==> src/rtl/fetch_decode.sv <==
// Instruction front end: fetches 32-bit words, issues executable opcodes to execute with a
// one-cycle strobe, and resolves NOP/JMP/HALT and illegal words locally.
module fetch_decode #(
  parameter int unsigned       ADDR_W   = 16,
  parameter logic [ADDR_W-1:0] RESET_PC = '0
) (
  input  logic              clk,
  input  logic              rst,
  input  logic              run,
  output logic              imem_req,
  output logic [ADDR_W-1:0] imem_addr,
  input  logic [31:0]       imem_rdata,
  input  logic              imem_valid,
  output logic              exe_en,
  output logic [1:0]        exe_pfix,
  output logic [5:0]        exe_opcode,
  output logic [3:0]        exe_rs,
  output logic [3:0]        exe_rd,
  output logic [15:0]       exe_imm,
  output logic [ADDR_W-1:0] pc,
  output logic              halted,
  output logic              illegal
);

  typedef enum logic [1:0] {StIdle, StFetch, StIssue, StHalted} state_e;
  typedef enum logic [2:0] {OpExec, OpNop, OpJmp, OpHalt, OpIllegal} op_kind_e;

  state_e   state_q;
  op_kind_e issue_kind;

  // pfix only matters for executable opcodes; 01/10 there is undecodable.
  function automatic op_kind_e decode_kind(input logic [1:0] pfix, input logic [5:0] opcode);
    op_kind_e kind;
    case (opcode)
      6'h00:   kind = OpNop;
      6'h01:   kind = OpJmp;
      6'h3f:   kind = OpHalt;
      6'h03, 6'h04, 6'h05, 6'h06, 6'h07, 6'h08, 6'h09, 6'h0a, 6'h0d:
        kind = (pfix == 2'b01 || pfix == 2'b10) ? OpIllegal : OpExec;
      default: kind = OpIllegal;
    endcase
    return kind;
  endfunction

  assign issue_kind = decode_kind(exe_pfix, exe_opcode);
  assign imem_addr  = pc;

  always_ff @(posedge clk) begin
    if (rst) begin
      state_q    <= StIdle;
      pc         <= RESET_PC;
      imem_req   <= 1'b0;
      exe_en     <= 1'b0;
      exe_pfix   <= '0;
      exe_opcode <= '0;
      exe_rs     <= '0;
      exe_rd     <= '0;
      exe_imm    <= '0;
      halted     <= 1'b0;
      illegal    <= 1'b0;
    end else begin
      exe_en <= 1'b0;
      unique case (state_q)
        StIdle: begin
          if (run) begin
            state_q  <= StFetch;
            imem_req <= 1'b1;
          end
        end
        StFetch: begin
          if (imem_valid) begin
            {exe_pfix, exe_opcode, exe_rs, exe_rd, exe_imm} <= imem_rdata;
            // Strobe is registered so it lines up with the fields in the ISSUE cycle.
            exe_en   <= (decode_kind(imem_rdata[31:30], imem_rdata[29:24]) == OpExec);
            imem_req <= 1'b0;
            state_q  <= StIssue;
          end
        end
        StIssue: begin
          if (issue_kind == OpHalt || issue_kind == OpIllegal) begin
            state_q <= StHalted;
            halted  <= 1'b1;
            if (issue_kind == OpIllegal) illegal <= 1'b1;
          end else begin
            state_q  <= run ? StFetch : StIdle;
            imem_req <= run;
            pc       <= (issue_kind == OpJmp) ? exe_imm[ADDR_W-1:0] : pc + ADDR_W'(1);
          end
        end
        StHalted: begin
        end
      endcase
    end
  end

endmodule

==> config.mk <==
export PLATFORM = sky130hd
export DESIGN_NAME = fetch_decode
export DESIGN_NICKNAME = d
export VERILOG_FILES = /design/src/rtl/fetch_decode.sv
export SDC_FILE = /design/constraint.sdc
export NUM_CORES = 1
export LEC_CHECK = 0
export ABC_AREA = 1
export CORE_UTILIZATION = 40
export CTS_BUF_LIST = sky130_fd_sc_hd__clkbuf_16
export DETAILED_ROUTE_END_ITERATION = 10
export GPL_ROUTABILITY_DRIVEN = 0
export PLACE_DENSITY = 0.84
export RECOVER_POWER = 50
export SLEW_MARGIN = 10
export SYNTH_ARGS = -nofsm -noshare
export SYNTH_HDL_FRONTEND = slang
export SYNTH_SLANG_ARGS = --single-unit
==> constraint.sdc <==
create_clock -name clk -period 1.35 [get_ports clk]
set_input_delay 0.135 -clock clk [delete_from_list [all_inputs] [get_ports clk]]
set_output_delay 0.135 -clock clk [all_outputs]
set_load 0.005 [all_outputs]
==> impl_metrics.json <==
{
  "worstPathRequired_ps": 1540,
  "synth_most_common_cell": "nor2_1",
  "fp.coreArea_mm2": 0.006495,
  "worst_ep_arrival_time_ps": 1640,
  "synth_cells": 395,
  "p_leak_nw": 2.052,
  "post-route-period-util": 1.075,
  "routed_wire_length_per_instance_um": 14.24,
  "p_total_mw": 4.709,
  "drc": 0,
  "fmax_mhz": 688.9,
  "setup_tns_ps": -1451,
  "routed_wl_um": 8760,
  "cts-root-buf": "clkbuf_16",
  "ant_nets": 0,
  "start_kind": "flop",
  "final_hold_viol_count": 0,
  "slew_headroom": 0.8298,
  "fin_ws_ps": -101.5,
  "rsz0062_at_grt": "yes",
  "fp.dieH_um": 85.15,
  "fin_nets": 578,
  "globalRouteOverflowTotal": 0,
  "syn_area_per_cell_um2": 7.000,
  "drt-vias-per-instance": 5.107,
  "slew_viol_final": 0,
  "hpwlAfterDp_um": 5964,
  "synthTopCellsByArea": "dfxtp_1 (39%), o21ai_0 (9.2%), nor2_1 (8.8%), nand2_1 (7.9%), inv_1 (5.3%)",
  "setup_viol": 20,
  "cts_tree": "done",
  "grt_pass1_wl_um": 13900,
  "grt.total_usage": 0.2389,
  "ys_seq_area_frac": 0.3910,
  "crit_path_end_kind": "flop",
  "hold_buffers": 0,
  "drtIter0Drc": 246,
  "yosys_register_bits": 54,
  "ir_drop_v": 0.0006407,
  "syn_area_mm2": 0.002765,
  "yosysUniqueCellTypes": 34,
  "fp.dieArea_mm2": 0.007250,
  "cts_made_buffers": 5,
  "clock_skew_ps": 7.166,
  "cts_buffer_depth": 2,
  "hp-class": "in2reg",
  "violations": "negative setup slack",
  "crit_type": "reg2reg",
  "grt_pass1_vias": 3116,
  "io_buffers": 103,
  "io_pins": 104,
  "drive_gt1_frac": 0.3309,
  "ys.flop_type": "dfxtp_1",
  "synth_top_area_frac": 0.3910,
  "async_reset_ff_frac": 0,
  "via_count": 3141,
  "synth_edf_count": 0,
  "grt_antenna_before_repair": 0,
  "fin_util": 0.7114,
  "clk_latency_ps": 290,
  "synth_nets": 436,
  "dr.pass1.iters": 4,
  "start_util": 0.4257,
  "crit_fanout": 7,
  "cap_violations": 0,
  "grt_max_degree": 37,
  "area_delta_synth_final_pct": 67.10,
  "yosys.area.top_type": "dfxtp_1",
  "h-tree-depth": 2,
  "status": "finished, violations left",
  "ys_warn_count": 0,
  "std_cell_rows": 29,
  "clkSinkCount": 54,
  "num-fill-cells": 492,
  "dp_slack_ps": -153.9,
  "synth_common_cells": "nor2_1 (65), nand2_1 (58), dfxtp_1 (54)",
  "power-per-cell-area_mw_per_mm2": 1019,
  "finalCriticalPeriod_ps": 1452,
  "fp.dieW_um": 85.15,
  "n_antenna_cell": 0,
  "tightestPinTransition_ps": 253.0,
  "clk_pin_slew_ps": 70
}
## flip-flops by register name, summed over array words and instances (netlist names), 2 cells and up
| name | flops |
|---|---|
| exe_imm | 16 |
| imem_addr | 16 |
| exe_opcode | 6 |
| exe_rd | 4 |
| exe_rs | 4 |
| exe_pfix | 2 |
| state_q | 2 |
## cells by family (layout without fill, tap and decap cells)
family,count (synthesis),after routing,share of synthesized area
DFF,54,54,0.3910
buffers and inverters,72,215,0.1244
and+or+nand+nor,171,171,0.2756
xor gates and xnor gates,5,5,0.01584
AOI/OAI and AO/OA,88,88,0.1706
adders and majority gates,5,5,0.02262
## cell usage in the layout, fill, tap and decap left out, types with 2 or more instances in the layout
cell and instances:
ha_4 2, buf_4 56, nand3_1 15, dfxtp_2 21, inv_1 32, nor3_1 5
o21ai_1 12, a21oi_2 11, nor2_1 54, clkdlybuf4s50_1 68, nor2_4 3, nand2_4 6
nand2_1 42, a21oi_1 19, xor2_1 2, dfxtp_1 22, or2_2 3, o21ai_0 41
buf_6 5, clkbuf_16 5, xnor2_1 3, inv_2 8, ha_1 2, o21ai_2 2
nor2_2 9, dlygate4sd2_1 33, nand2_2 19, nand4_1 3, nand3_2 5, buf_12 2
dfxtp_4 11, clkinv_2 2
## area by class of cell
type | count | area [um2] | share of cell area
clock buffers | 5 | 125.1 | 0.02708
clock inverters | 3 | 40.04 | 0.008665
inverters | 41 | 166.4 | 0.03601
multi-input cells | 269 | 1535 | 0.3322
flip-flops and latches | 54 | 1149 | 0.2486
well taps | 77 | 96.34 | 0.02085
repair buffers | 166 | 1509 | 0.3266
## layer usage
metal / up-vias / global-route usage / share of wire
met2: 136 / 0.4289 / 0.50
met1: 1443 / 0.2754 / 0.40
met5: - / 0 / 0
met3: 22 / 0.05253 / 0.072
met4: 0 / 0.09399 / 0.025
li1: 1540 / - / -
## power by group
group          internal [mW]  switching [mW]  leakage (nW)
clock                  0.869           0.581        0.0836
combinational          0.724           0.651          1.51
sequential              1.75           0.132         0.458
## worst max-delay path, stage by stage, from the launching register on
cell and delay [ps]:
dfxtp_4 370, nand2_4 70, nor2_4 120, nand3_2 90, nand2_2 80, inv_2 40, nand2_4 70, nand3_4 160
buf_6 200, a21oi_2 90, nor2_1 50
## stage by stage
| step | cell area [um2] | cells | hold slack, ps |
|---|---|---|---|
| after global routing | 4621 | 615 | 450.6 |
| after global placement | 4164 | 598 | 446.5 |
| after detailed placement | 4164 | 598 | 457.4 |
| after CTS | 4448 | 611 | 418.3 |
| after floorplan | 2803 | 395 | 270.1 |
| final | 4621 | 615 | 425.6 |
## worst paths after layout
kind / start / end / slack [ps] / cells past startpoint
worst min register to register: exe_imm[4] / exe_imm[4] / 460 / 2
worst max-delay path: exe_opcode[1] / imem_addr[14] / -100 / 10
worst max register to register: exe_opcode[1] / imem_addr[14] / -100 / 10
worst min-delay path: imem_rdata[24] / exe_opcode[0] / 430 / 3
## repair_timing
action                     CTS  global route
setup buffers                5             3
resized for setup           85            58
gates cloned                 0             1
setup endpoints to repair   78            47
pin swaps                    6            12
Power figures use the tool's default switching activity.
